File: src/rtl/io_timer.sv
// io_timer: two-channel memory-mapped down-counting timer/counter on the CPU I/O bus
module io_timer #(
    parameter int CNT_W = 16
) (
    input  logic             clock,
    input  logic             reset_n,
    input  logic             cs,
    input  logic             ioread,
    input  logic             iowrite,
    input  logic [2:0]       addr,
    input  logic [CNT_W-1:0] wdata,
    output logic [CNT_W-1:0] rdata,
    input  logic             pulse0,
    input  logic             pulse1,
    output logic             cout0,
    output logic             cout1
);
    typedef enum logic {IDLE, RUN} state_t;

    state_t           state [2];
    logic [1:0]       mode  [2];
    logic [CNT_W-1:0] init  [2];
    logic [CNT_W-1:0] count [2];
    logic [1:0]       done, cout, s1, s2, s3;
    logic [1:0]       sel, tick, mode_wr, init_wr, stat_rd;
    logic             wr, rd, ch;

    // Bus decode: addr[1] picks the channel, addr[2] picks mode/status vs init/count
    always_comb begin
        wr      = cs & iowrite;
        rd      = cs & ioread;
        ch      = addr[1];
        sel     = {addr[1], ~addr[1]};
        mode_wr = (wr && !addr[2]) ? sel : 2'b00;
        init_wr = (wr &&  addr[2]) ? sel : 2'b00;
        stat_rd = (rd && !addr[2]) ? sel : 2'b00;
        tick    = ~{mode[1][0], mode[0][0]} | (s2 & ~s3);
        rdata   = !rd ? '0 : addr[2] ? count[ch] : {state[ch] == RUN, {(CNT_W-2){1'b0}}, done[ch]};
    end

    assign cout0 = cout[0];
    assign cout1 = cout[1];

    // Two-flop synchronizer plus edge register for the external event inputs
    always_ff @(posedge clock or negedge reset_n) begin
        if (!reset_n) begin
            s1 <= 2'b00;
            s2 <= 2'b00;
            s3 <= 2'b00;
        end else begin
            s1 <= {pulse1, pulse0};
            s2 <= s1;
            s3 <= s2;
        end
    end

    // Per-channel IDLE/RUN machine; bus writes take priority over ticks, terminal set beats read clear
    always_ff @(posedge clock or negedge reset_n) begin
        if (!reset_n) begin
            for (int i = 0; i < 2; i++) begin
                state[i] <= IDLE;
                mode[i]  <= 2'b00;
                init[i]  <= '0;
                count[i] <= '0;
            end
            done <= 2'b00;
            cout <= 2'b00;
        end else begin
            for (int i = 0; i < 2; i++) begin
                cout[i] <= 1'b0;
                if (stat_rd[i])
                    done[i] <= 1'b0;
                if (mode_wr[i]) begin
                    mode[i]  <= wdata[1:0];
                    state[i] <= IDLE;
                    done[i]  <= 1'b0;
                end else if (init_wr[i]) begin
                    init[i]  <= wdata;
                    count[i] <= wdata;
                    state[i] <= (wdata != '0) ? RUN : IDLE;
                    if (wdata != '0)
                        done[i] <= 1'b0;
                end else if (state[i] == RUN && tick[i]) begin
                    if (count[i] != CNT_W'(1)) begin
                        count[i] <= count[i] - 1'b1;
                    end else begin
                        done[i]  <= 1'b1;
                        cout[i]  <= 1'b1;
                        count[i] <= mode[i][1] ? init[i] : '0;
                        state[i] <= mode[i][1] ? RUN : IDLE;
                    end
                end
            end
        end
    end
endmodule
File: config.mk
export PLATFORM = sky130hd
export DESIGN_NAME = io_timer
export DESIGN_NICKNAME = d
export VERILOG_FILES = /design/src/rtl/io_timer.sv
export SDC_FILE = /design/constraint.sdc
export NUM_CORES = 1
export LEC_CHECK = 0
export ABC_CLOCK_PERIOD_IN_PS = 5090
export BUFFER_PORTS_ARGS = -buffer_cell sky130_fd_sc_hd__buf_2
export CAP_MARGIN = 30
export CORE_MARGIN = 5
export CORE_UTILIZATION = 47
export DETAILED_ROUTE_END_ITERATION = 10
export GPL_TIMING_DRIVEN = 0
export PLACE_DENSITY_LB_ADDON = 0.2
export SYNTH_ARGS = -nofsm -noshare
export SYNTH_HDL_FRONTEND = slang
export SYNTH_SLANG_ARGS = --single-unit
export TNS_END_PERCENT = 10
File: constraint.sdc
create_clock -name clock -period 5.09 [get_ports clock]
set_clock_uncertainty 0.05 [all_clocks]
set_input_delay 0.2545 -clock clock [delete_from_list [all_inputs] [get_ports clock]]
set_output_delay 0.2545 -clock clock [all_outputs]
set_load 0.02 [all_outputs]
### Word-level counts from Yosys, hierarchy flattened

Cells that the tools add are included.

| cells by class | value |
|---|---|
| multiplexer cells | 52 |
| $add $sub $neg | 2 |
| divide/modulo/power cells | 0 |
| reduce and logical (&&, ||, !) cells | 17 |
| shift operators | 0 |
| bitwise logic cells | 10 |
| multipliers | 0 |
| eq/ne operators | 4 |
| $lt $le $gt $ge | 2 |

Operators with widths:

| operator | count |
|---|---|
| 16-bit 2-to-1 mux | 13 |
| 1-bit 2-to-1 mux | 36 |
| 16-bit by 1-bit inequality test with 1-bit output (second input constant) | 2 |
| 16-bit by 1-bit subtractor with 16-bit output (second input constant) | 2 |
| 16-bit nonzero test | 1 |
| 2-bit AND reduction | 6 |
| 2-bit 2-to-1 mux | 3 |
| 3-bit inequality test (second input constant) | 2 |
| 3-bit nonzero test | 2 |
| 1-bit logical AND | 5 |
| 2-bit inverter | 2 |
| 2-bit nonzero test | 2 |
| 1-bit inverter | 3 |
| 1-bit AND | 2 |
| 2-bit AND | 1 |
| 2-bit >= comparator (second input constant) | 1 |
| 1-bit by 2-bit less-than comparator with 1-bit output (second input constant) | 1 |
| 1-bit inverter with 2-bit output | 1 |
| 2-bit OR | 1 |
| 1-bit logical NOT | 1 |

| storage, ports and cells | value |
|---|---|
| memories kept | 0 |
| memory bits (writable) | 0 |
| output and inout bits | 18 |
| flip-flop bits (word level) | 80 |
| logic and storage cells | 100 |
| ROM bits | 0 |
| bits in latches | 0 |

### Logic depth before layout (Yosys ltp)

| depth | value |
|---|---|
| depth after elaboration | 8 |
| mapped depth | 8 |

### Worst setup path before layout

Ideal clock, no wire load.

| timing | value |
|---|---|
| path kind | register to register |
| from | register count[0] (netlist name) |
| to | register count[10] (netlist name) |
| slack | 3.002 ns |
| data arrival time | 1.900 ns |
| stages on the path, launching flop included | 8 |
| path buffers | 0 |
| path through | dfrtp_1 -> inv_1 -> ha_1 -> or4b_2 -> nor3_1 -> nand3_1 -> a221oi_1 -> nor3_1 |

| between the ends | value |
|---|---|
| cells in the longest elaborated chain, start to end | 4 |
| elaborated cells on any way between the ends | 5 |
| classes of those cells | 1 x add/sub; 1 x eq/ne; 3 x mux |

Ends and longest elaborated chain:

| item | RTL line | text |
|---|---|---|
| from (decl) | 23 | `logic [CNT_W-1:0] count [2];` |
| from (signal, indexed assignment) | 79 | `count[i] <= wdata;` |
| from (signal, indexed assignment) | 85 | `count[i] <= count[i] - 1'b1;` |
| from (signal, indexed assignment) | 89 | `count[i] <= mode[i][1] ? init[i] : '0;` |
| 16-bit by 1-bit subtractor with 16-bit output / 16-bit by 1-bit inequality test with 1-bit output (equally long branches) | 85, 84 |  |
| 16-bit 2-to-1 mux * | 84 | `if (count[i] != CNT_W'(1)) begin` |
| 16-bit 2-to-1 mux * | 83 | `end else if (state[i] == RUN && tick[i]) begin` |
| 16-bit 2-to-1 mux * | 77 | `end else if (init_wr[i]) begin` |

Every way passes the cells marked *; elsewhere a longest branch is shown, timed or not. The select of a mux whose other input is x is not followed.
A chain may end at the register's enable or synchronous reset.

### Final worst setup path

Ends and elaborated chain as after synthesis.

==> impl_metrics.json <==
{
  "status": "completed",
  "slowest_delay_ns": 0.65,
  "rows": 36,
  "crit_fanout": 7,
  "slew_headroom": 0.3690,
  "postCtsHoldBufs": 3,
  "crit_required_ns": 5.27,
  "post-route-period-util": 0.4753,
  "crit_path_end_kind": "register",
  "worstMarginPinSlew_ns": 0.9423,
  "startpoint_type": "register",
  "dpl.hpwl_mm": 10.74,
  "p_total_mw": 2.021,
  "drc": 0,
  "crit_end": "count[10]$_DFFE_PN0P_",
  "power.density_mw_per_mm2": 381.1,
  "start_util": 0.4808,
  "fin_util": 0.5450,
  "core_area_mm2": 0.009729,
  "clk_pin_slew_worst_paths_ns": 0.09,
  "ys_warn_count": 0,
  "cts_inserted_buffers": 9,
  "worst-r2r-cell-count": 7,
  "overflow": 0,
  "finalSetupTns_ns": 0,
  "yosys_most_used_dff": "dfrtp_1",
  "rsz0062_at_grt": "false",
  "synth_area_leader_cell": "dfrtp_1",
  "ys_ff_latch": 80,
  "ios": 44,
  "r2r_start": "count[0]$_DFFE_PN0P_",
  "first_pass_iters": 4,
  "setup_violations": 0,
  "crit_chain": "inv_1, ha_1, or4b_2, nor3_1, nand3_1, a221oi_1, nor3_1",
  "startpoint": "count[0]$_DFFE_PN0P_",
  "synth_edf_count": 0,
  "fp.dieW_um": 109.8,
  "port_buffers": 40,
  "final.min_clock_period_ns": 2.419,
  "cts.sinks": 80,
  "via_per_inst": 6.083,
  "leakage_nw": 2.339,
  "grt_usage": 0.2588,
  "antenna_found_initial": 0,
  "max_freq_mhz": 413.3,
  "syn_nets": 569,
  "cts_tree": "built",
  "cp_common_cell": "nor3_1",
  "synthesis.area_mm2": 0.004678,
  "grt_max_degree": 49,
  "grt_pass1_vias": 4285,
  "layout.cells.non_filler": 732,
  "stdcell_area_mm2": 0.005303,
  "synth_top_area_share": 0.4279,
  "diodes": 0,
  "syn_to_final_growth_pct": 13.35,
  "yosysSeqAreaShare": 0.4279,
  "criticalPathCategory": "register to register",
  "ant_nets": 0,
  "cap_violations": 0,
  "ys_types": 72,
  "worst_ir_drop_vdd_mv": 0.1660,
  "avgSynthCellArea_um2": 8.679,
  "async_flop_share": 1.000,
  "n_fill_cell": 938,
  "final_common_cell": "nand2_1",
  "syn_inst": 539,
  "cts_buffer_depth": 2,
  "cp.arrival_ns": 2.60,
  "hp-class": "input port to register",
  "maxSlewViolCount": 0,
  "ff2ff_setup_slack_ns": 2.67,
  "clock-root-buffer": "clkbuf_8",
  "die_h_um": 109.8,
  "reg2reg_to": "count[10]$_DFFE_PN0P_",
  "cts_resized": 0,
  "drive_gt1_frac": 0.1519,
  "routed_wl_mm": 14.77,
  "dpl_cell_area_mm2": 0.005075,
  "wire_per_inst_um": 20.18,
  "gp_congestion": 0.9450,
  "worst-path-buf-inv": 1,
  "ys_top_cells_by_area": "dfrtp_1 43%, nand2_1 9.3%, nor2_1 4.1%, mux2i_1 3.0%, a221oi_1 2.6%",
  "vias": 4453,
  "layout_common_cells": "116 x nand2_1, 80 x dfrtp_1, 53 x buf_2",
  "cp.depth": 7,
  "nets": 624,
  "finalHoldViolCount": 0,
  "drtIter0Drc": 261,
  "grt_pass1_wl_mm": 23.50,
  "numPlacedInstances": 713,
  "post-cts-setup-buffers": 0,
  "crit_slowest_cell": "or4b_2",
  "crit_family": "simple AND/OR/NAND/NOR gates",
  "insertion_delay_ns": 0.36,
  "htree_levels": 3,
  "dieArea_mm2": 0.01205
}
[logic make-up (layout without fill, tap and decap cells)]
kind of cell	Yosys count	count (layout)	synth area share
AO/OA/AOI/OAI	129	129	0.2009
XOR/XNOR	1	1	0.001873
flip-flops	80	80	0.4279
AND/OR/NAND/NOR	259	259	0.2704
multiplexers	18	18	0.04439
buffers and inverters	48	108	0.04386
adder cells (fa/ha/maj)	4	4	0.01070
[layout make-up]
class                   count  area, um2  share of cell area
plain buffers              33      148.9             0.02808
multi-input cells         411       2471              0.4660
flip-flops and latches     80       2002              0.3775
well taps                 133      166.4             0.03138
repair buffers             44      260.3             0.04908
inverters                  15      56.30             0.01062
clock inverters             5      56.30             0.01062
clock buffers              11      141.4             0.02666
[sequential cells by signal (all words and copies together) (netlist names)]
register,flops
done,2
count,32
init,32
s1,2
cout,2
mode,4
state,2
s2,2
s3,2
[how the worst min path moves through the flow]
stage,depth (start not counted),from,to
2_1_floorplan,0,reset_n,count[0]$_DFFE_PN0P_
6_report,3,wdata[2],init[18]$_DFFE_PN0P_
5_1_grt,3,wdata[8],init[8]$_DFFE_PN0P_
3_3_place_gp,0,s1[0]$_DFF_PN0_,s2[0]$_DFF_PN0_
4_1_cts,3,wdata[2],init[18]$_DFFE_PN0P_
3_5_place_dp,1,reset_n,mode[1]$_DFFE_PN0P_
[tightest hold or removal path, cell delays in order]
cell,delay (ns)
buf_2,0.13
nand2_1,0.06
nand2_1,0.04
[cell usage after synthesis, types with 4 or more instances]
| cell type | n |
|---|---|
| ha_1 | 4 |
| nand3_1 | 10 |
| nor2b_1 | 4 |
| a21oi_1 | 15 |
| a22oi_1 | 4 |
| buf_2 | 14 |
| o21ai_0 | 21 |
| nand4_1 | 4 |
| nor2_1 | 51 |
| o21a_1 | 5 |
| and3_1 | 5 |
| o2bb2ai_1 | 6 |
| nor3_1 | 20 |
| inv_1 | 15 |
| dfrtp_1 | 80 |
| and4_1 | 5 |
| clkbuf_1 | 14 |
| nor4_1 | 9 |
| a221oi_1 | 14 |
| a2111oi_0 | 6 |
| o22ai_1 | 8 |
| o211ai_1 | 9 |
| and2_1 | 4 |
| nand2_1 | 116 |
| or3_1 | 6 |
| mux2i_1 | 14 |
| or4_1 | 4 |
| a211oi_1 | 4 |
| o31ai_1 | 4 |
[routing by layer]
| layer | vias up | track usage | share of wire |
|---|---|---|---|
| met1 | 2146 | 0.3388 | 0.41 |
| li1 | 2085 | - | - |
| met4 | 0 | 0.1140 | 0.025 |
| met5 | - | 0 | 0 |
| met2 | 193 | 0.4250 | 0.49 |
| met3 | 29 | 0.03876 | 0.068 |
[report_power, final]
part | internal, mW | leakage, nW | switching (mW)
Sequential | 0.783 | 0.963 | 0.174
Clock | 0.240 | 0.0993 | 0.251
Combinational | 0.228 | 1.28 | 0.346
[metrics by stage]
step | hold slack, ns | worst slack (ns)
2_1_floorplan | -0.09109 | 3.002
3_3_place_gp | 0.2843 | 2.699
3_5_place_dp | 0.1850 | 2.696
4_1_cts | 0.09363 | 2.679
5_1_grt | 0.1071 | 2.553
6_report | 0.1009 | 2.671
Note: power is estimated with default switching activity, not from simulation.
